### config.mk
export PLATFORM = sky130hd
export DESIGN_NAME = fft16_bf_sched
export DESIGN_NICKNAME = d
export VERILOG_FILES = /design/src/rtl/fft16_bf_sched_pkg.sv /design/src/rtl/fft16_bf_sched_delay.sv /design/src/rtl/fft16_bf_sched.sv
export SDC_FILE = /design/constraint.sdc
export NUM_CORES = 1
export LEC_CHECK = 0
export ABC_AREA = 1
export BUFFER_PORTS_ARGS = -buffer_cell sky130_fd_sc_hd__buf_2
export CORE_MARGIN = 2
export CORE_UTILIZATION = 35
export DETAILED_ROUTE_END_ITERATION = 16
export GPL_ROUTABILITY_DRIVEN = 0
export PLACE_DENSITY = 0.57
export SETUP_SLACK_MARGIN = 0.02
export SLEW_MARGIN = 20
export SYNTH_ARGS = -nofsm -noshare
export SYNTH_HDL_FRONTEND = slang
export SYNTH_SLANG_ARGS = --single-unit
### constraint.sdc
create_clock -name iCLK -period 5.8 [get_ports iCLK]
set_clock_uncertainty 0.2 [all_clocks]
set_input_delay 0.58 -clock iCLK [delete_from_list [all_inputs] [get_ports iCLK]]
set_output_delay 0.58 -clock iCLK [all_outputs]
set_load 0.05 [all_outputs]
### src/rtl/fft16_bf_sched_pkg.sv
// Shared constants, state encoding and width helper for the radix-2 DIF butterfly scheduler.
package fft16_bf_sched_pkg;

  localparam int N    = 16;
  localparam int LOGN = 4;

  function automatic int clog2(input int v);
    int r;
    for (r = 0; (1 << r) < v; r++) begin
    end
    return r;
  endfunction

  localparam int AW = LOGN;
  localparam int KW = LOGN - 1;
  localparam int SW = (clog2(LOGN) < 1) ? 1 : clog2(LOGN);

  typedef enum logic [1:0] {
    S_IDLE,
    S_RUN,
    S_DRAIN,
    S_DONE
  } state_e;

endpackage

### src/rtl/fft16_bf_sched_delay.sv
// Fixed-depth register line that turns the read-side control into the matching write-side control.
module fft_bf_delay #(
  parameter int DEPTH = 2,
  parameter int W     = 9
) (
  input  logic         iCLK,
  input  logic         iRSTn,
  input  logic [W-1:0] d_i,
  output logic [W-1:0] q_o
);

  logic [W-1:0] line_q [DEPTH];

  // NOTE: this line is control, not a data memory, so it is cleared; reset must kill in-flight writes.
  always_ff @(posedge iCLK or negedge iRSTn) begin
    if (!iRSTn) begin
      for (int i = 0; i < DEPTH; i++) line_q[i] <= '0;
    end else begin
      line_q[0] <= d_i;
      for (int i = 1; i < DEPTH; i++) line_q[i] <= line_q[i-1];
    end
  end

  assign q_o = line_q[DEPTH-1];

endmodule

### src/rtl/fft16_bf_sched.sv
// Sequencer for one shared radix-2 butterfly of an in-place DIF FFT: walks stages x butterflies,
// generates RAM read/write addresses and twiddle index, and runs the start/busy/done handshake.
module fft16_bf_sched
  import fft16_bf_sched_pkg::*;
#(
  parameter int PIPE_LAT = 2
) (
  input  logic          iCLK,
  input  logic          iRSTn,
  input  logic          iSTART,
  output logic          oBUSY,
  output logic          oDONE,
  output logic [SW-1:0] oSTAGE,
  output logic          oRD_EN,
  output logic [AW-1:0] oRD_ADDR_A,
  output logic [AW-1:0] oRD_ADDR_B,
  output logic [KW-1:0] oTW_IDX,
  output logic          oWR_EN,
  output logic [AW-1:0] oWR_ADDR_A,
  output logic [AW-1:0] oWR_ADDR_B
);

  localparam int DW = (clog2(PIPE_LAT + 1) < 1) ? 1 : clog2(PIPE_LAT + 1);
  localparam logic [KW-1:0] K_LAST     = KW'(N / 2 - 1);
  localparam logic [SW-1:0] STAGE_LAST = SW'(LOGN - 1);
  localparam logic [DW-1:0] DRAIN_LAST = DW'(PIPE_LAT - 1);

  state_e        state_q, state_d;
  logic [SW-1:0] stage_q, stage_d;
  logic [KW-1:0] k_q, k_d;
  logic [DW-1:0] drain_q, drain_d;

  logic          busy_q, done_q, rd_en_q;
  logic [AW-1:0] addr_a_q, addr_b_q, addr_a_d, addr_b_d;
  logic [KW-1:0] tw_q, tw_d;
  logic [AW-1:0] span, pos;

  // NOTE: every always_comb output gets a default first so no path leaves a latch behind.
  always_comb begin
    state_d = state_q;
    stage_d = stage_q;
    k_d     = k_q;
    drain_d = drain_q;
    unique case (state_q)
      S_IDLE: begin
        if (iSTART) begin
          state_d = S_RUN;
          stage_d = '0;
          k_d     = '0;
        end
      end
      S_RUN: begin
        if (k_q == K_LAST) begin
          state_d = S_DRAIN;
          drain_d = '0;
        end else begin
          k_d = k_q + KW'(1);
        end
      end
      S_DRAIN: begin
        if (drain_q == DRAIN_LAST) begin
          if (stage_q == STAGE_LAST) begin
            state_d = S_DONE;
          end else begin
            state_d = S_RUN;
            stage_d = stage_q + SW'(1);
            k_d     = '0;
          end
        end else begin
          drain_d = drain_q + DW'(1);
        end
      end
      S_DONE:  state_d = S_IDLE;
      default: state_d = S_IDLE;
    endcase
  end

  // Butterfly k of stage s: clearing the low (span-1) bits of k and doubling gives grp*2*span.
  always_comb begin
    span     = AW'(N / 2) >> stage_d;
    pos      = {1'b0, k_d} & (span - AW'(1));
    addr_a_d = (({1'b0, k_d} & ~(span - AW'(1))) << 1) | pos;
    addr_b_d = addr_a_d | span;
    tw_d     = KW'(pos << stage_d);
  end

  // NOTE: sequential state uses non-blocking assignments so all registers update from pre-edge values.
  always_ff @(posedge iCLK or negedge iRSTn) begin
    if (!iRSTn) begin
      state_q  <= S_IDLE;
      stage_q  <= '0;
      k_q      <= '0;
      drain_q  <= '0;
      busy_q   <= 1'b0;
      done_q   <= 1'b0;
      rd_en_q  <= 1'b0;
      addr_a_q <= '0;
      addr_b_q <= '0;
      tw_q     <= '0;
    end else begin
      state_q <= state_d;
      stage_q <= stage_d;
      k_q     <= k_d;
      drain_q <= drain_d;
      busy_q  <= (state_d == S_RUN) || (state_d == S_DRAIN);
      done_q  <= (state_d == S_DONE);
      rd_en_q <= (state_d == S_RUN);
      if (state_d == S_RUN) begin
        addr_a_q <= addr_a_d;
        addr_b_q <= addr_b_d;
        tw_q     <= tw_d;
      end
    end
  end

  fft_bf_delay #(
    .DEPTH (PIPE_LAT),
    .W     (1 + 2 * AW)
  ) u_delay (
    .iCLK  (iCLK),
    .iRSTn (iRSTn),
    .d_i   ({rd_en_q, addr_a_q, addr_b_q}),
    .q_o   ({oWR_EN, oWR_ADDR_A, oWR_ADDR_B})
  );

  assign oBUSY      = busy_q;
  assign oDONE      = done_q;
  assign oSTAGE     = stage_q;
  assign oRD_EN     = rd_en_q;
  assign oRD_ADDR_A = addr_a_q;
  assign oRD_ADDR_B = addr_b_q;
  assign oTW_IDX    = tw_q;

endmodule

==> run metrics <==
status finished, final reports clean; Die W 72.9 um; Avg WL per Cell 11.8 um; min Tclk post-route 2.53 ns; Worst Path Arrival 2.54 ns; grt ovf 0; clock slew at reported path FFs 0.08 ns; Setup TNS 0 ns; first-pass GRT wire length 5390 um; FF+latch area 1030 um^2; Hold WC Path Type reg2reg; Max-slew headroom 41.7%; Area growth syn-to-layout 13.9%; distinct cell type count after synthesis 21; final wirelength 2930 um; IO Port Bufs 27; initial core utilization 35.7%; launching element type of the critical path flop; worst endpoint required time 5.81 ns; via count 1126; Setup CP Type reg2reg; DRT iter0 DRCs 84; largest net degree at the start of global routing 42; clk buf depth 2; core area 4660 um^2; Multi-input gate area 485 um^2; share of cells above drive strength 1 23.2%; # rows 25; sequential share of the synthesized area 61.7%; Fillers 461; Setup crit end kind flop; nets@finish 200; Mapped Nets 176; drt pass-1 iters 4; # Post-CTS Setup Buffers 0; Die Span Y 72.9 um; Yosys warnings 0; # clock sinks 41; Ports 28; CTS resizes 0; CTS Buf Count 5; Mean Syn Cell Area 9.83 um^2; H-tree depth 2; DRC 0; Post-Synthesis Cells 169; Post-CTS Hold Fix Bufs 0; die footprint 5310 um^2; Post-DP HPWL 2110 um; Worst Max-Slew Pin Slew 0.874 ns; CTS tree done; Mapped Area 1660 um^2; Yosys reg bits 41; period utilization 43.5%; Root Buffer clkbuf_8; worst skew pair latency 0.29 ns; Detail Route Antenna Nets 0; final setup vio count 0; Slew Limit Fails 0; Antenna Cells 0; Tot GR Track Use 13.3%; Max-Cap Viols 0; RSZ-0062 raised after global routing no; vias per cell 4.54; fmax 396 MHz; vias in the first global route 1128; initial antenna violation count 0; Fin. Hold Viols 0; Worst Path Max Fanout 11
[layer usage]
layer | global-route usage (%) | up-vias | wire (um)
li1 | - | 577 | -
met4 | 5.56 | 0 | 59
met5 | 0 | - | 0
met2 | 21.0 | 23 | 1330
met3 | 3.87 | 7 | 109
met1 | 17.2 | 519 | 1430
[layout by cell type, fill, tap and decap left out]
master     n
nor3_2     1
nand2_1   39
o211ai_1   1
o21ai_1    2
inv_1     19
a211oi_2   1
clkinv_2   1
buf_2     27
nand3_1   16
nor2_2     2
ha_1       4
nor3_1     1
dfrtp_1   41
a21oi_1    8
o21ai_0    4
a21oi_2    1
clkinv_4   1
nand2_2    1
clkbuf_8   6
nor2_1    11
nand4_1    3
inv_2      3
a21oi_4    1
[final timing paths]
check / from / endpoint / slack, ns / depth (start not counted)
max: drain_q[1] / oTW_IDX[1] / 3.27 / 11
min: u_delay.line_q[10] / u_delay.q_o[1] / 0.15 / 0
max reg2reg: drain_q[1] / oTW_IDX[1] / 3.27 / 11
min reg2reg: u_delay.line_q[10] / u_delay.q_o[1] / 0.15 / 0
max in group asynchronous: iRSTn / k_q[0] / 4.65 / 1
min in group asynchronous: iRSTn / u_delay.q_o[1] / 0.20 / 1
[logic make-up after synthesis]
group	share of synthesized area (%)
DFF	61.7
adders and majority gates	3.01
buffers and inverters	9.04
and+or+nand+nor	19.3
AOI/OAI and AO/OA	6.93
[registers in the layout, indices dropped and copies added, names as in the netlist]
signal          flops
u_delay.line_q      9
oDONE               1
oRD_EN              1
k_q                 3
u_delay.q_o         9
oTW_IDX             3
oBUSY               1
drain_q             2
oRD_ADDR_B          4
oSTAGE              2
oRD_ADDR_A          4
state_q             2
[cell type report]
class	count	share of cell area [%]
Sequential cell	41	54.2
Multi-Input combinational cell	96	25.6
Tap cell	54	3.57
Clock buffer	6	4.36
Inverter	22	4.36
Timing Repair Buffer	27	7.14
Clock inverter	2	0.727
[worst max-delay path, stage by stage, from the launching register on]
cell and delay (ns):
dfrtp_1 0.38, inv_1 0.05, ha_1 0.25, inv_1 0.06, o21ai_1 0.25, nand2_1 0.15, inv_1 0.08, ha_1 0.38
inv_1 0.26, nor2_1 0.22, nand2_1 0.08, o211ai_1 0.08
[synthesized netlist by cell type]
cell type	n	area, um^2
dfrtp_1	41	1030
nand2_1	39	146
inv_1	19	71.3
nand3_1	16	80.1
nor2_1	11	41.3
a21oi_1	8	40.0
buf_4	8	60.1
ha_1	4	50.1
o21ai_0	4	20.0
inv_2	3	11.3
nand4_1	3	18.8
clkbuf_1	2	7.51
nor2_2	2	12.5
o21ai_1	2	10.0
a211oi_2	1	12.5
a21oi_2	1	8.76
a21oi_4	1	16.3
nand2_2	1	6.26
nor3_1	1	5.00
nor3_2	1	10.0
o211ai_1	1	7.51
[metrics by stage]
stage | cell area (um^2) | instances | util, % | hold slack [ns] | worst slack, ns
2_1_floorplan | 1660 | 169 | - | 0.0844 | 3.33
3_5_place_dp | 1800 | 240 | 38.6 | 0.135 | 3.28
4_1_cts | 1890 | 248 | 40.6 | 0.153 | 3.24
5_1_grt | 1890 | 248 | 40.6 | 0.157 | 2.88
3_3_place_gp | 1800 | 240 | 38.6 | 0.131 | 3.36
6_report | 1890 | 248 | 40.6 | 0.150 | 3.27
Power is left out: the tool's default activity adds up to more than one toggle a clock period on the data nets, which glitch-free logic cannot reach.
